### config.mk
export PLATFORM = sky130hd
export DESIGN_NAME = vga_framebuffer_reader
export DESIGN_NICKNAME = d
export VERILOG_FILES = /design/src/rtl/vga_pkg.sv /design/src/rtl/vga_delay_line.sv /design/src/rtl/vga_framebuffer_reader.sv
export SDC_FILE = /design/constraint.sdc
export NUM_CORES = 2
export LEC_CHECK = 0
export BUFFER_PORTS_ARGS = -buffer_cell sky130_fd_sc_hd__buf_2
export CAP_MARGIN = 20
export CORE_UTILIZATION = 30
export CTS_BUF_LIST = sky130_fd_sc_hd__clkbuf_16
export CTS_CLUSTER_DIAMETER = 150
export CTS_CLUSTER_SIZE = 25
export DETAILED_ROUTE_END_ITERATION = 12
export SLEW_MARGIN = 25
export SYNTH_ARGS = -nofsm -noshare
export SYNTH_HDL_FRONTEND = slang
export SYNTH_SLANG_ARGS = --single-unit
export TNS_END_PERCENT = 1
### constraint.sdc
create_clock -name i_VGA_CLOCK -period 2.5 [get_ports i_VGA_CLOCK]
set_clock_uncertainty 0.15 [all_clocks]
set_input_delay 0.375 -clock i_VGA_CLOCK [delete_from_list [all_inputs] [get_ports i_VGA_CLOCK]]
set_output_delay 0.375 -clock i_VGA_CLOCK [all_outputs]
set_load 0.05 [all_outputs]
### src/rtl/vga_pkg.sv
// Shared VGA timing constants, derived widths and pixel-pipeline helpers.
// Pure declarations: no latency or flow-control behaviour of its own.
package vga_pkg;

    localparam int H_VISIBLE = 640;
    localparam int H_FRONT   = 16;
    localparam int H_SYNC    = 96;
    localparam int H_BACK    = 48;
    localparam int H_TOTAL   = H_VISIBLE + H_FRONT + H_SYNC + H_BACK;

    localparam int V_VISIBLE = 480;
    localparam int V_FRONT   = 10;
    localparam int V_SYNC    = 2;
    localparam int V_BACK    = 33;
    localparam int V_TOTAL   = V_VISIBLE + V_FRONT + V_SYNC + V_BACK;

    localparam int SCALE_SHIFT = 1;
    localparam int MEM_LATENCY = 1;
    localparam int INDEX_W     = 8;
    localparam int COLOR_W     = 4;

    localparam int X_W = $clog2(H_VISIBLE);
    localparam int Y_W = $clog2(V_VISIBLE);

    typedef struct packed {
        logic [COLOR_W-1:0] r;
        logic [COLOR_W-1:0] g;
        logic [COLOR_W-1:0] b;
    } rgb_t;

    // Address register, memory, then palette register.
    function automatic int pipe_latency(input int mem_latency);
        return 2 + mem_latency;
    endfunction

    function automatic int fb_addr_width(input int h, input int v, input int s);
        return $clog2((h >> s) * (v >> s));
    endfunction

    localparam int AW = fb_addr_width(H_VISIBLE, V_VISIBLE, SCALE_SHIFT);
    localparam int L  = pipe_latency(MEM_LATENCY);

endpackage

### src/rtl/vga_delay_line.sv
// WIDTH x DEPTH shift register with async active-low clear.
// Latency DEPTH clocks; always shifts, no backpressure.
module vga_delay_line #(
    parameter int WIDTH = 3,
    parameter int DEPTH = 3
) (
    input  logic             clk_i,
    input  logic             rst_n_i,
    input  logic [WIDTH-1:0] d_i,
    output logic [WIDTH-1:0] q_o
);

    logic [DEPTH-1:0][WIDTH-1:0] stage_q;

    always_ff @(posedge clk_i or negedge rst_n_i) begin
        if (!rst_n_i) begin
            stage_q <= '0;
        end else begin
            stage_q[0] <= d_i;
            for (int i = 1; i < DEPTH; i++) begin
                stage_q[i] <= stage_q[i-1];
            end
        end
    end

    assign q_o = stage_q[DEPTH-1];

endmodule

### src/rtl/vga_framebuffer_reader.sv
// Downscaled framebuffer fetch + palette lookup, syncs re-aligned to the colour.
// Latency 2 + p_MEM_LATENCY clocks; free-running, no backpressure or stall.
module vga_framebuffer_reader
    import vga_pkg::*;
#(
    parameter int p_H_VISIBLE_AREA = H_VISIBLE,
    parameter int p_V_VISIBLE_AREA = V_VISIBLE,
    parameter int p_SCALE_SHIFT    = SCALE_SHIFT,
    parameter int p_MEM_LATENCY    = MEM_LATENCY,
    parameter int p_INDEX_WIDTH    = INDEX_W,
    parameter int p_COLOR_WIDTH    = COLOR_W,
    localparam int XW = $clog2(p_H_VISIBLE_AREA),
    localparam int YW = $clog2(p_V_VISIBLE_AREA),
    localparam int FB_AW = fb_addr_width(p_H_VISIBLE_AREA, p_V_VISIBLE_AREA, p_SCALE_SHIFT)
) (
    input  logic                       i_VGA_CLOCK,
    input  logic                       i_RESET_N,
    input  logic                       i_VGA_SYNC_H,
    input  logic                       i_VGA_SYNC_V,
    input  logic                       i_DRAW_ENABLE,
    input  logic [XW-1:0]              i_SCANLINE_X,
    input  logic [YW-1:0]              i_SCANLINE_Y,
    output logic [FB_AW-1:0]           o_FB_ADDR,
    output logic                       o_FB_READ,
    input  logic [p_INDEX_WIDTH-1:0]   i_FB_DATA,
    input  logic                       i_PAL_WE,
    input  logic [p_INDEX_WIDTH-1:0]   i_PAL_ADDR,
    input  logic [3*p_COLOR_WIDTH-1:0] i_PAL_DATA,
    output logic                       o_VGA_SYNC_H,
    output logic                       o_VGA_SYNC_V,
    output logic [p_COLOR_WIDTH-1:0]   o_VGA_R,
    output logic [p_COLOR_WIDTH-1:0]   o_VGA_G,
    output logic [p_COLOR_WIDTH-1:0]   o_VGA_B
);

    localparam int CW     = p_COLOR_WIDTH;
    localparam int PW     = 3 * CW;
    localparam int FB_W   = p_H_VISIBLE_AREA >> p_SCALE_SHIFT;
    localparam int FULL_W = XW + YW + 1;
    localparam int LAT    = pipe_latency(p_MEM_LATENCY);

    logic [FULL_W-1:0] addr_full;
    logic [FB_AW-1:0]  addr_d, addr_q;
    logic              read_q;
    logic [PW-1:0]     rgb_d, rgb_q;
    logic [PW-1:0]     palette_q [2**p_INDEX_WIDTH];
    logic [2:0]        dly_out;
    logic              en_dly;

    // FB_W is constant, so the multiply folds into a shift-add.
    assign addr_full = FULL_W'(i_SCANLINE_Y >> p_SCALE_SHIFT) * FULL_W'(FB_W)
                     + FULL_W'(i_SCANLINE_X >> p_SCALE_SHIFT);
    assign addr_d    = FB_AW'(addr_full);

    // Read-before-write: a same-cycle write to this index shows next time.
    assign rgb_d = palette_q[i_FB_DATA];

    always_ff @(posedge i_VGA_CLOCK or negedge i_RESET_N) begin
        if (!i_RESET_N) begin
            addr_q <= '0;
            read_q <= 1'b0;
            rgb_q  <= '0;
        end else begin
            addr_q <= addr_d;
            read_q <= i_DRAW_ENABLE;
            rgb_q  <= rgb_d;
        end
    end

    always_ff @(posedge i_VGA_CLOCK) begin
        if (i_PAL_WE) begin
            palette_q[i_PAL_ADDR] <= i_PAL_DATA;
        end
    end

    vga_delay_line #(
        .WIDTH (3),
        .DEPTH (LAT)
    ) u_sync_dly (
        .clk_i   (i_VGA_CLOCK),
        .rst_n_i (i_RESET_N),
        .d_i     ({i_VGA_SYNC_H, i_VGA_SYNC_V, i_DRAW_ENABLE}),
        .q_o     (dly_out)
    );

    assign en_dly       = dly_out[0];
    assign o_VGA_SYNC_H = dly_out[2];
    assign o_VGA_SYNC_V = dly_out[1];
    assign o_VGA_R      = en_dly ? rgb_q[PW-1 -: CW]   : '0;
    assign o_VGA_G      = en_dly ? rgb_q[2*CW-1 -: CW] : '0;
    assign o_VGA_B      = en_dly ? rgb_q[CW-1:0]       : '0;
    assign o_FB_ADDR    = addr_q;
    assign o_FB_READ    = read_q;

endmodule

==> flow_metrics.tcl <==
set metrics [dict create \
    synth_edf_count 3072 \
    grt_pass1_wl_um 456200 \
    vdd_drop_max_mv 0.6874 \
    grt_use_total 0.1575 \
    cts_root_buffer "clkbuf_16" \
    area_growth_syn_to_layout_pct 17.04 \
    syn_nets 5576 \
    dieArea_sq_um 399600 \
    ys_warn_count 0 \
    cp_max_fo 1 \
    critPathLaunch "rgb_q[3]$_DFF_PN0_" \
    final-setup-viol-count 0 \
    synth_flop_cell "edfxtp_1" \
    fin_crit_ps 2498 \
    num_vias 60344 \
    fp.dieH_um 632.1 \
    period_share 0.9992 \
    nets 6516 \
    yosysSeqAreaShare 0.7825 \
    r2r_start "palette_q[82][1]$_DFFE_PP_" \
    cts.sinks 3110 \
    hold_start "i_SCANLINE_Y[1]" \
    io_pins 85 \
    wirelength_um 321200 \
    first_pass_iters 7 \
    yosysTopAreaCell "edfxtp_1" \
    synthDistinctLibCells 55 \
    coreArea_sq_um 395400 \
    syn-mean-instance-area_sq_um 21.63 \
    cp.arrival_ps 1970 \
    relSlewSlack 0.4007 \
    ant_nets 0 \
    gp_congestion 0.8475 \
    syn-cell-area_sq_um 119100 \
    insertion_delay_ps 880 \
    ys_async_sr_fraction 0.01222 \
    required_ps 1980 \
    clkTransAtPathRegs_ps 100 \
    power_leakage_uw 0.04390 \
    grt_overflow_total 0 \
    cts_buffers 143 \
    rows 231 \
    fin_ws_ps 2.064 \
    avgViaCountPerCell 5.132 \
    hold_violations 0 \
    cp-end-kind "primary output" \
    startpoint_type "flop" \
    synthTopCellsByArea "edfxtp_1 77%, mux4_2 13%, a22oi_1 1.9%" \
    yosysMostFrequentCell "edfxtp_1" \
    hpwl_um 210300 \
    grt_max_degree 90 \
    status "complete, no violations" \
    slew_violations 0 \
    tritoncts "yes" \
    criticalPathCategory "flop to primary output" \
    cts_setup_buffers 0 \
    synthCells 5506 \
    portBuffers 82 \
    worstMarginPinSlew_ps 898.9 \
    drive_above_1_share 0.3054 \
    min_path_type "primary input to flop" \
    ys_ff_latch 3110 \
    synth_top_area_share 0.7745 \
    antenna_found_initial 38 \
    regToRegSetupSlack_ps 20 \
    cts_buffer_depth 3 \
    whs_ps 81.99 \
    post-place-ws_ps -1222 \
    synth_commonest_cells "3072 x edfxtp_1, 668 x mux4_2, 302 x nor2_1, 300 x a22oi_1, 176 x mux2i_1" \
    rsz0062_at_grt "true" \
    max-cap-violations 0 \
    first_iter_violations 7137 \
    die_w_um 632.1 \
    routedWlPerCell_um 27.32 \
    fmax_mhz 400.3 \
    power.density_nw_per_um2 653.3 \
    htreeDepth 4 \
    grt_pass1_vias 61182 \
    start_util 0.3012 \
    drc 0 \
]
metrics by stage:
step                      instances    util  power, uW  area, sq um  setup TNS, ps
final                         11758  0.3526      91080       139400              0
after global routing          11751  0.3525      93430       139400         -44.95
after CTS                     11746  0.3523      91620       139300         -47.57
after detailed placement      11496  0.3403      65480       134500         -11940
after global placement        11495  0.3402      65360       134500         -13460
after floorplan                5506       -      61630       119100          -5322
report_power, final:
group / total [uW] / internal [uW] / switching [uW] / leakage, uW
logic: 6960 / 2770 / 4190 / 0.0137
registers: 57500 / 57400 / 97.1 / 0.0281
clock network: 26600 / 10900 / 15800 / 0.00213
layer usage:
layer	routed length [um]	share of wire	up-vias	global-route usage
met3	24310	0.076	379	0.02338
met1	128600	0.40	32495	0.2111
li1	-	-	24953	-
met4	9185	0.029	12	0.04351
met2	159000	0.49	2505	0.2665
met5	86	0.00027	-	0
layout make-up:
cell class | count | area [sq um]
Sequential cell | 3110 | 93200
Clock buffer | 148 | 3704
Timing Repair Buffer | 1130 | 11130
Clock inverter | 55 | 361.6
Antenna cell | 12 | 30.03
Inverter | 8 | 30.03
Fill cell | 36330 | 256000
Multi-Input combinational cell | 2053 | 24400
Tap cell | 5242 | 6559
critical path, cell delays in order, from the launching register on:
cell,delay [ps]
dfrtp_1,630
and2_1,210
buf_2,270
sequential cells by signal (all words and copies together) (netlist names):
| signal | count |
|---|---|
| palette_q | 3072 |
| o_FB_ADDR | 17 |
| rgb_q | 12 |
| u_sync_dly.stage_q | 6 |
| u_sync_dly.q_o | 3 |
cell families (layout without fill, tap and decap cells):
kind of cell,Yosys count,count (layout),synth area share
other cells,0,12,0
simple gates,517,517,0.01958
xor+xnor,10,10,0.0007354
buf+inv,343,1341,0.01566
flops,3110,3110,0.7825
mux,854,854,0.1420
fa+ha+maj,17,17,0.001912
compound gates,655,655,0.03761
final timing paths:
check | endpoint | depth (start not counted)
setup / recovery | o_VGA_B[3] | 2
hold / removal | o_FB_ADDR[10]$_DFF_PN0_ | 5
setup reg to reg | rgb_q[1]$_DFF_PN0_ | 6
hold reg to reg | u_sync_dly.q_o[0]$_DFF_PN0_ | 0
max in group asynchronous | o_FB_ADDR[9]$_DFF_PN0_ | 4
min in group asynchronous | rgb_q[5]$_DFF_PN0_ | 4
layout by cell type, fill, tap and decap left out, drive strengths merged, types with 37 or more instances in the layout:
cell type / count
o221ai: 48
inv: 55
a22oi: 300
dfrtp: 38
clkbuf: 148
nor2: 303
o22ai: 37
dlygate4sd3: 47
nor4: 55
nand2: 50
edfxtp: 3072
a21oi: 171
mux4: 668
mux2i: 176
buf: 1083
what timing repair did:
item                                    4_1_cts  5_1_grt
hold buffers                                 47        0
endpoints found under the setup margin       21       12
resized for setup                            51       19
hold endpoints to repair                    999        0
pin swaps                                     1        5
Power figures use the tool's default switching activity.
